===== src/rtl/vrf_read_port_arbiter.sv =====
// Round-robin allocation of VRF read ports to burst requesters; each port
// walks its burst one address per cycle and the 1-cycle-late data is routed back.
module vrf_read_port_arbiter #(
  parameter int  REQ_NUM  = 4,
  parameter int  PORT_NUM = 2,
  parameter int  DATA_W   = 32,
  parameter int  RF_DEPTH = 32,
  parameter int  LEN_W    = 4,
  localparam int ADDR_W   = $clog2(RF_DEPTH)
) (
  input  logic                         clk_i,
  input  logic                         rst_i,
  input  logic                         flush_i,
  input  logic [REQ_NUM-1:0]           req_valid_i,
  input  logic [REQ_NUM*ADDR_W-1:0]    req_addr_i,
  input  logic [REQ_NUM*LEN_W-1:0]     req_len_i,
  output logic [REQ_NUM-1:0]           req_ready_o,
  output logic [PORT_NUM*ADDR_W-1:0]   rf_read_addr_o,
  input  logic [PORT_NUM*DATA_W-1:0]   rf_read_data_i,
  output logic [REQ_NUM-1:0]           rsp_valid_o,
  output logic [REQ_NUM-1:0]           rsp_last_o,
  output logic [REQ_NUM*DATA_W-1:0]    rsp_data_o,
  output logic                         busy_o
);

  localparam int REQ_W = (REQ_NUM > 1) ? $clog2(REQ_NUM) : 1;

  typedef enum logic { IDLE, BUSY } state_e;

  state_e            state_q [PORT_NUM];
  state_e            state_d [PORT_NUM];
  logic [ADDR_W-1:0] addr_q  [PORT_NUM];
  logic [ADDR_W-1:0] addr_d  [PORT_NUM];
  logic [LEN_W-1:0]  left_q  [PORT_NUM];
  logic [LEN_W-1:0]  left_d  [PORT_NUM];
  logic [REQ_W-1:0]  owner_q [PORT_NUM];
  logic [REQ_W-1:0]  owner_d [PORT_NUM];
  logic              pv_q    [PORT_NUM];
  logic              pv_d    [PORT_NUM];
  logic              plast_q [PORT_NUM];
  logic              plast_d [PORT_NUM];
  logic [REQ_W-1:0]  pown_q  [PORT_NUM];
  logic [REQ_W-1:0]  pown_d  [PORT_NUM];
  logic [REQ_W-1:0]  rr_q;
  logic [REQ_W-1:0]  rr_d;

  logic [REQ_NUM-1:0] grant;
  logic               gnt_v [PORT_NUM];
  logic [REQ_W-1:0]   gnt_r [PORT_NUM];
  logic               any_grant;
  logic [REQ_W-1:0]   last_gnt;

  // Free ports are filled in ascending order; each pick is removed from the
  // candidate set so later ports in the same cycle search past it.
  always_comb begin : grant_comb
    logic [REQ_NUM-1:0] taken;
    logic [REQ_W-1:0]   cand;
    logic               found;
    taken     = '0;
    grant     = '0;
    any_grant = 1'b0;
    last_gnt  = rr_q;
    cand      = '0;
    found     = 1'b0;
    for (int unsigned p = 0; p < PORT_NUM; p++) begin
      gnt_v[p] = 1'b0;
      gnt_r[p] = '0;
      if (state_q[p] == BUSY) taken[owner_q[p]] = 1'b1;
    end
    if (!flush_i) begin
      for (int unsigned p = 0; p < PORT_NUM; p++) begin
        found = 1'b0;
        if (state_q[p] == IDLE) begin
          for (int unsigned k = 0; k < REQ_NUM; k++) begin
            cand = REQ_W'((32'(rr_q) + k) % 32'(REQ_NUM));
            if (!found && req_valid_i[cand] && !taken[cand]) begin
              found       = 1'b1;
              gnt_v[p]    = 1'b1;
              gnt_r[p]    = cand;
              taken[cand] = 1'b1;
              grant[cand] = 1'b1;
              last_gnt    = cand;
              any_grant   = 1'b1;
            end
          end
        end
      end
    end
  end

  always_comb begin
    rr_d = rr_q;
    if (any_grant)
      rr_d = (32'(last_gnt) == 32'(REQ_NUM - 1)) ? '0 : last_gnt + 1'b1;
  end

  assign req_ready_o = rst_i ? '0 : grant;

  always_comb begin
    for (int unsigned p = 0; p < PORT_NUM; p++) begin
      state_d[p] = state_q[p];
      addr_d[p]  = addr_q[p];
      left_d[p]  = left_q[p];
      owner_d[p] = owner_q[p];
      pv_d[p]    = 1'b0;
      plast_d[p] = 1'b0;
      pown_d[p]  = '0;
      if (flush_i) begin
        state_d[p] = IDLE;
        addr_d[p]  = '0;
        left_d[p]  = '0;
        owner_d[p] = '0;
      end else if (state_q[p] == IDLE) begin
        if (gnt_v[p]) begin
          state_d[p] = BUSY;
          addr_d[p]  = req_addr_i[32'(gnt_r[p])*ADDR_W +: ADDR_W];
          left_d[p]  = req_len_i[32'(gnt_r[p])*LEN_W +: LEN_W];
          owner_d[p] = gnt_r[p];
        end
      end else begin
        pv_d[p]    = 1'b1;
        plast_d[p] = (left_q[p] == '0);
        pown_d[p]  = owner_q[p];
        if (left_q[p] == '0) begin
          state_d[p] = IDLE;
          addr_d[p]  = '0;
          owner_d[p] = '0;
        end else begin
          addr_d[p] = addr_q[p] + 1'b1;
          left_d[p] = left_q[p] - 1'b1;
        end
      end
    end
  end

  always_ff @(posedge clk_i or posedge rst_i) begin
    if (rst_i) begin
      rr_q <= '0;
      for (int unsigned p = 0; p < PORT_NUM; p++) begin
        state_q[p] <= IDLE;
        addr_q[p]  <= '0;
        left_q[p]  <= '0;
        owner_q[p] <= '0;
        pv_q[p]    <= 1'b0;
        plast_q[p] <= 1'b0;
        pown_q[p]  <= '0;
      end
    end else begin
      rr_q <= rr_d;
      for (int unsigned p = 0; p < PORT_NUM; p++) begin
        state_q[p] <= state_d[p];
        addr_q[p]  <= addr_d[p];
        left_q[p]  <= left_d[p];
        owner_q[p] <= owner_d[p];
        pv_q[p]    <= pv_d[p];
        plast_q[p] <= plast_d[p];
        pown_q[p]  <= pown_d[p];
      end
    end
  end

  // A requester owns at most one port, so per-requester writes never collide.
  always_comb begin
    rf_read_addr_o = '0;
    rsp_valid_o    = '0;
    rsp_last_o     = '0;
    rsp_data_o     = '0;
    busy_o         = 1'b0;
    for (int unsigned p = 0; p < PORT_NUM; p++) begin
      if (state_q[p] == BUSY) begin
        rf_read_addr_o[p*ADDR_W +: ADDR_W] = addr_q[p];
        busy_o = 1'b1;
      end
      if (pv_q[p]) begin
        rsp_valid_o[pown_q[p]] = 1'b1;
        rsp_last_o[pown_q[p]]  = plast_q[p];
        rsp_data_o[32'(pown_q[p])*DATA_W +: DATA_W] = rf_read_data_i[p*DATA_W +: DATA_W];
        busy_o = 1'b1;
      end
    end
  end

endmodule


===== config.mk =====
export PLATFORM = sky130hd
export DESIGN_NAME = vrf_read_port_arbiter
export DESIGN_NICKNAME = d
export VERILOG_FILES = /design/src/rtl/vrf_read_port_arbiter.sv
export SDC_FILE = /design/constraint.sdc
export NUM_CORES = 1
export LEC_CHECK = 0
export CAP_MARGIN = 30
export CORE_MARGIN = 2
export CORE_UTILIZATION = 55
export CTS_BUF_LIST = sky130_fd_sc_hd__clkbuf_8 sky130_fd_sc_hd__clkbuf_16
export DETAILED_ROUTE_END_ITERATION = 6
export DONT_BUFFER_PORTS = 1
export PLACE_DENSITY = 0.7
export SYNTH_ARGS = -nofsm -noshare
export SYNTH_HDL_FRONTEND = slang
export SYNTH_SLANG_ARGS = --single-unit

===== constraint.sdc =====
create_clock -name clk_i -period 17.1 [get_ports clk_i]
set_input_delay 3.42 -clock clk_i [delete_from_list [all_inputs] [get_ports clk_i]]
set_output_delay 3.42 -clock clk_i [all_outputs]
set_load 0.01 [all_outputs]

==> flow_summary_export.csv <==
group,metric,value,unit
detailed_routing,post_drt_wl_per_cell,28.0,µm
clock_tree,cts.clk_slew.worst_paths,0.07,ns
clock_tree,clock-sinks,34,
place,gp_congestion,0.937,
worst_setup_path,max_stage_delay,0.63,ns
grt,grt_start_max_net_pins,35,
synth,synth_commonest_cells,"138 x a22o_1, 71 x nand2_1, 45 x clkbuf_1",
place,portBuffers,0,
worst_setup_path,crit_type,"in2out",
clock_tree,postCtsHoldBufs,0,
die,start_util,0.568,
synth,syn_inst,690,
clock_tree,root_buffer,"clkbuf_8",
grt,grt_pass1_vias,5741,
final_layout,post-route-util,0.586,
timing,slew_headroom,0.321,
synth,ys_async_sr_fraction,1.00,
pwr,peakVddDrop,150,µV
grt,grt.total_usage,0.379,
grt,antenna_found_initial,0,
detailed_routing,wirelength,22.1,mm
synth,synthFlopType,"dfrtp_1",
worst_setup_path,crit_chain,"mux2i_2, a311oi_2, a22o_1, a2111o_1, a32oi_1, o32ai_1, a311oi_4, o211ai_2, o221ai_1, and3_1, or3_1, a211oi_4, nor2_1, o21ai_0, a22oi_1, nor2_1",
worst_setup_path,cp_max_fo,9,
final_layout,fin_nets,785,
detailed_routing,drt-initial-drc-count,772,
grt,grt-ovfl-total,0,
detailed_routing,drt_first_pass_iters,5,
synth,synth_fp_nets,820,
timing,min_period_over_period,0.650,
clock_tree,cts_tree,"yes",
final_layout,num_antenna_cells,0,
synth,synth-seq-area-share,0.153,
clock_tree,post_cts_resized,0,
clock_tree,cts_max_level,2,
die,core,9770,µm²
worst_setup_path,arrival,7.70,ns
pwr,finalPower,1.28,mW
clock_tree,cts_setup_buffers,0,
timing,max_clock_freq,90.0,MHz
final_layout,layout-drive-gt1-share,0.113,
synth,yosysWarningCount,0,
synth,yosys.area.top_type,"a22o_1",
worst_setup_path,cp_data_required_time,13.68,ns
die,fp.dieW,104,µm
synth,synth.top_cell.area_share,0.218,
detailed_routing,vias_per_cell,8.14,
final_layout,fin_area,5730,µm²
timing,report.final.slew_viol_count,0,
synth,synth_area_leaders,"a22o_1 22%, dfrtp_1 15%, ha_1 5.2%, nand2_1 4.8%, clkbuf_1 3.0%",
timing,min_period,11.12,ns
worst_setup_path,critPathCaptureType,"primary output",
detailed_routing,route.vias.total,6419,
detailed_routing,drtAntennaViolNets,0,
job,cap_violations,0,
timing,setup_tns,0,ns
clock_tree,clk_path_buf_depth,2,
die,io_pins,258,
pwr,p_per_area,223,nW/µm²
grt,grt_first_pass_wirelength,33.0,mm
synth,synth_edf_count,0,
timing,finalSetupViolCount,0,
clock_tree,insertion_delay,0.30,ns
worst_setup_path,cpMostUsedCell,"nor2_1",
final_layout,areaGrowthSynthToFinish,3.25,%
place,dp_hpwl,16.9,mm
timing,hold_viol,0,
die,dieArea,10900,µm²
clock_tree,cts_buffers,5,
outcome,run_status,"finished, final reports clean",
detailed_routing,drc,0,
synth,synth_area_per_cell,8.05,µm²
worst_hold_path,hold_class,"reg2reg",
place,place_area,5640,µm²
timing,clock_skew,0.00386,ns
synth,netlist-cell-type-count,97,
synth,ys_seq_elements,34,
synth,yosysMostFrequentCell,"a22o_1",
timing,rsz0062_at_grt,"false",
synth,synthesis.area,5550,µm²
timing,tightestPinTransition,1.02,ns
die,die_h,104,µm
pwr,leakage,2.29,nW
worst_setup_path,cp-start-kind,"input port",
worst_setup_path,slowest_stage,"o32ai_1",
die,rows,36,
power by group:
group	internal [mW]	switching [mW]
clock	0.0319	0.0305
combinational	0.388	0.668
sequential	0.108	0.0512
total	0.527	0.749
metal layers:
| metal | vias to the layer above | routed length (µm) | global-route usage |
|---|---|---|---|
| met5 | - | 0 | 0 |
| met4 | 0 | 1020 | 0.137 |
| met3 | 97 | 2680 | 0.119 |
| met2 | 483 | 9710 | 0.588 |
| met1 | 3156 | 8720 | 0.495 |
| li1 | 2683 | - | - |
kinds of logic (layout without fill, tap and decap cells):
kind of cell | count (synthesis) | count (layout) | synth area share
muxes | 31 | 31 | 0.0701
and+or+nand+nor | 214 | 214 | 0.196
AOI/OAI and AO/OA | 303 | 303 | 0.461
xor gates and xnor gates | 6 | 6 | 0.0108
adders and majority gates | 23 | 23 | 0.0518
DFF | 34 | 34 | 0.153
buffers and inverters | 79 | 45 | 0.0568
final cells by class:
class,instances,area [µm²]
tap,133,166
timing repair buffer,13,120
sequential,34,851
inverter,24,90.1
clock buffer,6,82.6
multi-input combinational,577,4410
clock inverter,2,8.76
fill,890,4040
stage by stage:
| stage | setup slack [ns] | std cells | hold slack (ns) |
|---|---|---|---|
| after CTS | 6.08 | 789 | 0.535 |
| after detailed placement | 6.09 | 781 | 0.521 |
| after floorplan | 6.68 | 690 | 0.484 |
| after global routing | 5.68 | 789 | 0.566 |
| after global placement | 6.21 | 778 | 0.508 |
| final | 5.98 | 789 | 0.529 |
path summary, 6_finish.rpt:
| check | start | to | slack, ns | cells after the start |
|---|---|---|---|---|
| max | req_valid_i[2] | req_ready_o[3] | 5.98 | 16 |
| min | addr_q[9] | addr_q[9] | 0.53 | 2 |
| max reg2reg | rr_q[0] | left_q[2] | 9.68 | 18 |
| min reg2reg | addr_q[9] | addr_q[9] | 0.53 | 2 |
| max in group asynchronous | rst_i | left_q[6] | 13.66 | 2 |
| min in group asynchronous | rst_i | rr_q[0] | 3.11 | 2 |
sequential cells by signal (all words and copies together) (netlist names):
signal	flops
pown_q	4
addr_q	10
state_q	2
rr_q	2
owner_q	4
left_q	8
pv_q	2
plast_q	2
placed cells by master (no fill, tap or decap), types with 3 or more instances in the layout:
cell and n:
mux2i_1 15, xnor2_1 4, o221ai_1 5, nor2_1 33, nand4_1 10, and2_1 18, a221o_1 5, and3_1 8
a2111oi_0 3, mux4_2 5, a211oi_1 6, mux2_2 8, a22o_1 138, o311ai_0 3, nand3_1 25, o211ai_1 9
buf_8 3, a221oi_1 5, o21ai_1 5, nor2_2 4, nor3_1 12, nor2b_1 4, a21oi_1 23, nand2_1 71
o22ai_1 3, a22oi_1 5, clkbuf_8 6, a211oi_2 5, ha_1 23, dfrtp_1 34, o21ai_0 20, inv_1 22
a31o_2 4, o31a_1 3, nor3b_1 3, buf_4 10, nand2b_1 6, a32o_1 3, a21o_1 6, a31oi_1 6
worst max-delay path: cells and delay by family:
| kind | cells | cell delay [ns] |
|---|---|---|
| muxes | 1 | 0.08 |
| AOI/OAI and AO/OA | 11 | 3.12 |
| and+or+nand+nor | 4 | 1.07 |
(Power assumes the default switching activity.)
